File: src/rtl/gpio_pkg.sv
// Shared types and header layout for the GPIO read-out scheduler.
package gpio_pkg;

  typedef enum logic [1:0] {
    ST_IDLE  = 2'b00,
    ST_RUN   = 2'b01,
    ST_DRAIN = 2'b10,
    ST_DONE  = 2'b11
  } state_t;

  localparam int HDR_W        = 16;
  localparam int HDR_SEQ_LSB  = 8;
  localparam int HDR_SEQ_W    = 8;
  localparam int HDR_NV_LSB   = 6;
  localparam int HDR_NV_W     = 2;
  localparam int HDR_OVF_BIT  = 5;
  localparam int HDR_DONE_BIT = 4;

  function automatic logic [HDR_W-1:0] make_hdr(input logic [HDR_SEQ_W-1:0] seq,
                                                input logic [HDR_NV_W-1:0]  nvalid,
                                                input logic                 ovf,
                                                input logic                 done);
    logic [HDR_W-1:0] h;
    h = '0;
    h[HDR_SEQ_LSB +: HDR_SEQ_W] = seq;
    h[HDR_NV_LSB +: HDR_NV_W]   = nvalid;
    h[HDR_OVF_BIT]              = ovf;
    h[HDR_DONE_BIT]             = done;
    return h;
  endfunction

endpackage

File: src/rtl/gpio_readout_ctrl_if.sv
// Decoder/NPU-facing signals and GPIO outputs of the read-out scheduler.
interface gpio_readout_ctrl_if #(
  parameter int DATA_W = 16,
  parameter int OUT_W  = 48
);
  logic              cal_start;
  logic              npu_out_data_vld;
  logic [DATA_W-1:0] npu_out_data;
  logic              rd_en;
  logic [OUT_W-1:0]  gpio_io_o;
  logic [1:0]        state_o;
  logic              overflow_o;

  modport master (
    output cal_start, npu_out_data_vld, npu_out_data, rd_en,
    input  gpio_io_o, state_o, overflow_o
  );

  modport slave (
    input  cal_start, npu_out_data_vld, npu_out_data, rd_en,
    output gpio_io_o, state_o, overflow_o
  );
endinterface

File: src/rtl/gpio_result_fifo.sv
// Result FIFO: single push, pop of 0..2 entries, two combinational head taps.
module gpio_result_fifo #(
  parameter int DATA_W     = 16,
  parameter int FIFO_DEPTH = 16
) (
  input  logic                        clk,
  input  logic                        rst,
  input  logic                        flush,
  input  logic                        push,
  input  logic [DATA_W-1:0]           push_data,
  input  logic [1:0]                  pop,
  output logic [DATA_W-1:0]           head0,
  output logic [DATA_W-1:0]           head1,
  output logic [$clog2(FIFO_DEPTH):0] level
);
  localparam int AW = $clog2(FIFO_DEPTH);
  localparam int PW = AW + 1;

  logic [DATA_W-1:0] mem [FIFO_DEPTH];
  logic [PW-1:0]     wr_ptr;
  logic [PW-1:0]     rd_ptr;

  // Extra pointer bit distinguishes full from empty; caller guarantees
  // push only when space remains after this cycle's pop.
  assign level = wr_ptr - rd_ptr;
  assign head0 = mem[rd_ptr[AW-1:0]];
  assign head1 = mem[rd_ptr[AW-1:0] + AW'(1)];

  always_ff @(posedge clk) begin
    if (rst || flush) begin
      wr_ptr <= '0;
      rd_ptr <= '0;
    end else begin
      if (push) wr_ptr <= wr_ptr + PW'(1);
      rd_ptr <= rd_ptr + PW'(pop);
    end
  end

  always_ff @(posedge clk) begin
    if (push) mem[wr_ptr[AW-1:0]] <= push_data;
  end
endmodule

File: src/rtl/gpio_readout_ctrl.sv
// Captures NPU results into a FIFO and packs up to two per host read into
// a 48-bit GPIO word with a seq/nvalid/overflow/done header.
module gpio_readout_ctrl
  import gpio_pkg::*;
#(
  parameter int DATA_W     = 16,
  parameter int FIFO_DEPTH = 16,
  parameter int RESULT_NUM = 64,
  parameter int OUT_W      = 48
) (
  input  logic         sys_clk,
  input  logic         rst,
  gpio_readout_ctrl_if.slave bus
);
  localparam int LW = $clog2(FIFO_DEPTH) + 1;

  state_t            state;
  logic [7:0]        push_cnt;
  logic [7:0]        seq;
  logic              overflow;
  logic              rd_en_d;
  logic [OUT_W-1:0]  gpio_q;

  logic [DATA_W-1:0] head0, head1, d0, d1;
  logic [LW-1:0]     level, post_pop;
  logic [1:0]        pop_n;
  logic              rd_rise, push_req, push_ok, drop, done_next;
  logic [OUT_W-1:0]  word;

  // Pop size uses the pre-push level; the full test uses the post-pop level
  // so a push into a full FIFO that is draining this cycle is kept.
  always_comb begin
    rd_rise = bus.rd_en & ~rd_en_d;
    pop_n   = 2'd0;
    if (rd_rise && !bus.cal_start)
      pop_n = (level >= LW'(2)) ? 2'd2 : level[1:0];
    post_pop  = level - LW'(pop_n);
    push_req  = bus.npu_out_data_vld && (state == ST_RUN) && !bus.cal_start;
    push_ok   = push_req && (post_pop != LW'(FIFO_DEPTH));
    drop      = push_req && !push_ok;
    done_next = (state == ST_DONE) || ((state == ST_DRAIN) && (post_pop == '0));
    d0        = (pop_n != 2'd0) ? head0 : '0;
    d1        = (pop_n == 2'd2) ? head1 : '0;
    word      = {make_hdr(seq, pop_n, overflow | drop, done_next), d1, d0};
  end

  gpio_result_fifo #(
    .DATA_W     (DATA_W),
    .FIFO_DEPTH (FIFO_DEPTH)
  ) u_fifo (
    .clk       (sys_clk),
    .rst       (rst),
    .flush     (bus.cal_start),
    .push      (push_ok),
    .push_data (bus.npu_out_data),
    .pop       (pop_n),
    .head0     (head0),
    .head1     (head1),
    .level     (level)
  );

  always_ff @(posedge sys_clk) begin
    if (rst) begin
      state    <= ST_IDLE;
      push_cnt <= '0;
      seq      <= '0;
      overflow <= 1'b0;
      rd_en_d  <= 1'b0;
      gpio_q   <= '0;
    end else begin
      rd_en_d <= bus.rd_en;
      if (bus.cal_start) begin
        state    <= ST_RUN;
        push_cnt <= '0;
        seq      <= '0;
        overflow <= 1'b0;
      end else begin
        if (push_req) push_cnt <= push_cnt + 8'd1;
        if (drop)     overflow <= 1'b1;
        if (rd_rise) begin
          gpio_q <= word;
          if (pop_n != 2'd0) seq <= seq + 8'd1;
        end
        case (state)
          ST_RUN:   if (push_req && (push_cnt + 8'd1 == 8'(RESULT_NUM))) state <= ST_DRAIN;
          ST_DRAIN: if (post_pop == '0) state <= ST_DONE;
          default:  ;
        endcase
      end
    end
  end

  assign bus.gpio_io_o  = gpio_q;
  assign bus.state_o    = state;
  assign bus.overflow_o = overflow;
endmodule

File: src/flat_wrapper.sv
// flat-port wrapper written by rule: the top's interface ports become plain ports
module gpio_readout_ctrl_flat import gpio_pkg::*;
#(
  parameter int DATA_W     = 16,
  parameter int FIFO_DEPTH = 16,
  parameter int RESULT_NUM = 64,
  parameter int OUT_W      = 48
)
  (sys_clk, rst, bus_cal_start, bus_npu_out_data_vld, bus_npu_out_data, bus_rd_en, bus_gpio_io_o, bus_state_o, bus_overflow_o);
  gpio_readout_ctrl_if #(.DATA_W(DATA_W), .OUT_W(OUT_W)) bus_i ();
  input  logic sys_clk;
  input  logic rst;
  input wire logic [$bits(bus_i.cal_start)-1:0] bus_cal_start;
  input wire logic [$bits(bus_i.npu_out_data_vld)-1:0] bus_npu_out_data_vld;
  input wire logic [$bits(bus_i.npu_out_data)-1:0] bus_npu_out_data;
  input wire logic [$bits(bus_i.rd_en)-1:0] bus_rd_en;
  output wire logic [$bits(bus_i.gpio_io_o)-1:0] bus_gpio_io_o;
  output wire logic [$bits(bus_i.state_o)-1:0] bus_state_o;
  output wire logic [$bits(bus_i.overflow_o)-1:0] bus_overflow_o;
  assign bus_i.cal_start = bus_cal_start;
  assign bus_i.npu_out_data_vld = bus_npu_out_data_vld;
  assign bus_i.npu_out_data = bus_npu_out_data;
  assign bus_i.rd_en = bus_rd_en;
  assign bus_gpio_io_o = bus_i.gpio_io_o;
  assign bus_state_o = bus_i.state_o;
  assign bus_overflow_o = bus_i.overflow_o;
  gpio_readout_ctrl #(.DATA_W(DATA_W), .FIFO_DEPTH(FIFO_DEPTH), .RESULT_NUM(RESULT_NUM), .OUT_W(OUT_W)) u_core (.sys_clk(sys_clk), .rst(rst), .bus(bus_i));
endmodule
File: config.mk
export PLATFORM = sky130hd
export DESIGN_NAME = gpio_readout_ctrl_flat
export DESIGN_NICKNAME = d
export VERILOG_FILES = /design/src/rtl/gpio_pkg.sv /design/src/rtl/gpio_readout_ctrl_if.sv /design/src/rtl/gpio_result_fifo.sv /design/src/rtl/gpio_readout_ctrl.sv /design/src/flat_wrapper.sv
export SDC_FILE = /design/constraint.sdc
export NUM_CORES = 1
export LEC_CHECK = 0
export ABC_AREA = 1
export CORE_ASPECT_RATIO = 1.1
export CORE_MARGIN = 2
export CORE_UTILIZATION = 45
export CTS_CLUSTER_DIAMETER = 40
export DETAILED_ROUTE_END_ITERATION = 12
export MAX_ROUTING_LAYER = met4
export PLACE_DENSITY = 0.64
export SLEW_MARGIN = 20
export SYNTH_ARGS = -nofsm -noshare
export SYNTH_HDL_FRONTEND = slang
export SYNTH_HIERARCHICAL = 1
export SYNTH_SLANG_ARGS = --single-unit
File: constraint.sdc
create_clock -name sys_clk -period 5.7 [get_ports sys_clk]
set_input_delay 0.855 -clock sys_clk [delete_from_list [all_inputs] [get_ports sys_clk]]
set_output_delay 0.855 -clock sys_clk [all_outputs]
set_load 0.03 [all_outputs]
==> metrics.md <==
| Metric | Value |
|---|---|
| Run status | `finished clean` |
| Die Wd | `189.9 um` |
| Fin Setup TNS | `0 ns` |
| Max_cap viols | `0` |
| Fmax | `214.8 MHz` |
| CP top delay family | `simple AND/OR/NAND/NOR gates` |
| Hold EP | `u_core/bus.gpio_io_o[11]` |
| Synthesized netlist cell count | `2152` |
| Slew Limit Fails | `0` |
| Clock skew | `0.03483 ns` |
| Total Die Area | `39610 um2` |
| Hold Path Origin | `u_core/bus.gpio_io_o[11]` |
| Site Rows | `74` |
| Core area | `37310 um2` |
| TritonCTS Buffers | `50` |
| Largest net degree at the start of global routing | `145` |
| Layout cell share with drive strength beyond 1 | `6.912%` |
| CTS max path bufs | `3` |
| Slew of the pin with the lowest slew margin | `1.201 ns` |
| Final Core Density | `53.60%` |
| Area Overhead vs Synth | `16.88%` |
| Total Power | `6.049 mW` |
| Setup crit start kind | `flop` |
| Die Span Y | `208.5 um` |
| Fin crit share | `81.68%` |
| Sequential area share after synthesis | `53.58%` |
| Worst Path Max Fanout | `19` |
| CP Class | `flop to flop` |
| Final ANT Viol Nets | `0` |
| Clk pwr share | `54.5%` |
| Leak Pwr | `8.659 nW` |
| Largest stage delay on the critical path | `0.66 ns` |
| Port Buf Inserts | `67` |
| Worst hold stages | `2` |
| Critical R2R Capture | `u_core/u_fifo/mem[15][3]` |
| Combinational share of power | `2.4%` |
| Drt pass-1 iters | `6` |
| 1st-iter DRT viols | `1505` |
| Post-CTS resize count | `0` |
| CTS Hold Bufs | `0` |
| Number of flops mapped to enable cells by yosys | `256` |
| Normalized max-slew margin | `19.83%` |
| Num ports | `72` |
| Netlist cell types | `29` |
| Worst hold path type | `flop to flop` |
| FF-to-FF Start | `u_core/u_fifo/rd_ptr[2]` |
| Mapped Area | `17110 um2` |
| Vias in the first global route | `13660` |
| Number of remaining DRC errors | `0` |
| Slowest-stage cell, CP | `a21oi_1` |
| Diodes inserted | `0` |
| Final Hold Fails | `0` |
| Worst path required time | `5.90 ns` |
| CP Buf/Inv Count | `2` |
| Async SR Flop Fraction | `0%` |
| Switching Fraction | `21.06%` |
| P_int | `4.775 mW` |
| CP most frequent cell | `nand2_1` |
| Placer Congestion | `0.9172` |
| DR vias | `14550` |
| PwrDens | `302.4 nW/um2` |
| WL final | `49230 um` |
| Clock latency at the later pin of the worst-skew pair | `0.58 ns` |
| Fillers | `3368` |
| Post-synth top flop | `edfxtp_1` |
| Syn avg cell area | `7.952 um2` |
| Sequential power share | `43.1%` |
| #FFs+latches synth | `330` |
| R2R cell count | `18` |
| Ys Warns | `6` |
| WL/cell | `18.09 um` |
| H-tree depth | `2` |
| Initial antenna violation count | `0` |
| Final setup vio count | `0` |
| Crit path cell chain | `inv_2 > ha_1 > a21oi_1 > nand2_1 > xor2_1 > nor2_1 > nand3_1 > nand2_2 > ha_1 > nand2_1 > nand3_1 > nand2_1 > nand2_1 > a21oi_1 > nand2_1 > nor2_1 > nand2_1 > inv_1` |
| CTS clk-pin slew, worst paths | `0.06 ns` |
| Final min period | `4.656 ns` |
| Final-stage net count | `2229` |
| DP Wirelength | `30790 um` |
| Root Buffer | `clkbuf_16` |
| Vias per cell | `5.347` |
| CP endpoint kind | `flop` |
| CTS tree | `done` |
| GRT Residual Overflow | `0` |
| RSZ-0062 raised after global routing | `no` |
| Switch Pwr | `1.274 mW` |
| Starting Density | `45.86%` |
| WP depth | `18` |
| Clock net sink count | `330` |
| Peak VDD IR | `0.0002280 V` |
| Setup Fix Bufs, Post-CTS | `0` |
| FF-to-FF setup slack | `1.04 ns` |
| CP arrival | `4.86 ns` |
| GRT Total Usage | `25.63%` |
| First-pass GRT wire length | `75800 um` |
## Yosys cell counts, drive strengths merged (7+ instances only)
| cell type | number | area share [%] |
|---|---|---|
| nand3 | 418 | 12 |
| a21oi | 63 | 1.8 |
| nand2 | 749 | 16 |
| dfxtp | 74 | 8.7 |
| nor2 | 63 | 1.4 |
| buf | 94 | 2.8 |
| nand4 | 7 | 0.34 |
| edfxtp | 256 | 45 |
| clkbuf | 24 | 0.53 |
| xor2 | 8 | 0.50 |
| inv | 337 | 7.4 |
| ha | 19 | 1.4 |
| o21ai | 26 | 0.76 |
## power by group through the flow
| stage | sequential [mW] | combinational (mW) | clock, mW |
|---|---|---|---|
| 2_1_floorplan | 2.67 | 0.0560 | 0 |
| 3_3_place_gp | 2.66 | 0.143 | 0 |
| 3_5_place_dp | 2.66 | 0.145 | 0 |
| 4_1_cts | 2.61 | 0.145 | 3.35 |
| 5_1_grt | 2.61 | 0.157 | 3.45 |
| 6_report | 2.61 | 0.145 | 3.30 |
## kinds of logic (layout without fill, tap and decap cells)
logic type / after synthesis / after routing / share of synthesized area, %
and+or+nand+nor: 1242 / 1242 / 30.69
buffers and inverters: 455 / 528 / 10.70
DFF: 330 / 330 / 53.58
AOI/OAI and AO/OA: 92 / 92 / 2.735
adders and majority gates: 21 / 21 / 1.623
xor gates and xnor gates: 11 / 11 / 0.6507
other: 1 / 4 / 0.02191
## cell usage in the layout, fill, tap and decap left out, types with 18 or more instances in the layout
master,count
nand2_1,747
nand3_1,418
inv_1,330
edfxtp_1,256
dfxtp_1,72
clkdlybuf4s50_1,67
a21oi_1,63
clkbuf_16,51
nor2_1,46
buf_4,30
o21ai_0,24
ha_1,18
## worst max path at each step
stage                            start  slack, ns                       end
4_1_cts        u_core/u_fifo/rd_ptr[1]       1.10  u_core/u_fifo/mem[15][6]
6_report       u_core/u_fifo/rd_ptr[2]       1.04  u_core/u_fifo/mem[15][3]
3_3_place_gp             bus_cal_start       0.94  u_core/u_fifo/mem[15][5]
2_1_floorplan  u_core/u_fifo/rd_ptr[3]       1.71   u_core/u_fifo/mem[8][0]
3_5_place_dp             bus_cal_start       0.84  u_core/u_fifo/mem[15][5]
5_1_grt        u_core/u_fifo/rd_ptr[1]       0.58  u_core/u_fifo/mem[15][6]
## flip-flops by register name (all words and copies together) (netlist names)
register and count:
u_core/u_fifo/wr_ptr 5, u_core/bus.gpio_io_o 44, u_core/u_fifo/mem 256, u_core/bus.state_o 2, u_core/rd_en_d 1, u_core/u_fifo/rd_ptr 5, u_core/seq 8, u_core/bus.overflow_o 1
u_core/push_cnt 8
## metal layers
| metal | share of wire (%) | vias to the layer above | GRT usage [%] |
|---|---|---|---|
| li1 | - | 6942 | - |
| met1 | 41 | 6832 | 32.86 |
| met2 | 47 | 681 | 41.00 |
| met3 | 9.2 | 99 | 4.150 |
| met4 | 2.7 | 0 | 9.436 |
| met5 | 0 | - | - |
## tightest hold or removal path: cells and delay by family (launching register included)
kind | cells | cell delay [ns]
AO/OA/AOI/OAI | 1 | 0.05
AND/OR/NAND/NOR | 1 | 0.06
flip-flops | 1 | 0.30
## stage by stage
stage | hold slack, ns | instances | area, um2 | worst slack [ns]
floorplan | 0.4435 | 2155 | 17120 | 1.711
global placement | 0.4541 | 2629 | 18180 | 0.9373
detailed placement | 0.4573 | 2629 | 18180 | 0.8355
CTS | 0.4657 | 2722 | 20000 | 1.096
global route | 0.4846 | 2722 | 20000 | 0.5831
finish | 0.4630 | 2722 | 20000 | 1.044
## cell type report
cell class	instances	area, um2	share of cell area [%]
Sequential cell	330	9174	45.87
Multi-Input combinational cell	1370	6201	31.00
Clock buffer	58	1353	6.762
Inverter	337	1270	6.349
Timing Repair Buffer	98	915.9	4.579
Tap cell	494	618.1	3.090
Clock inverter	35	470.5	2.352
(Power assumes the default switching activity.)
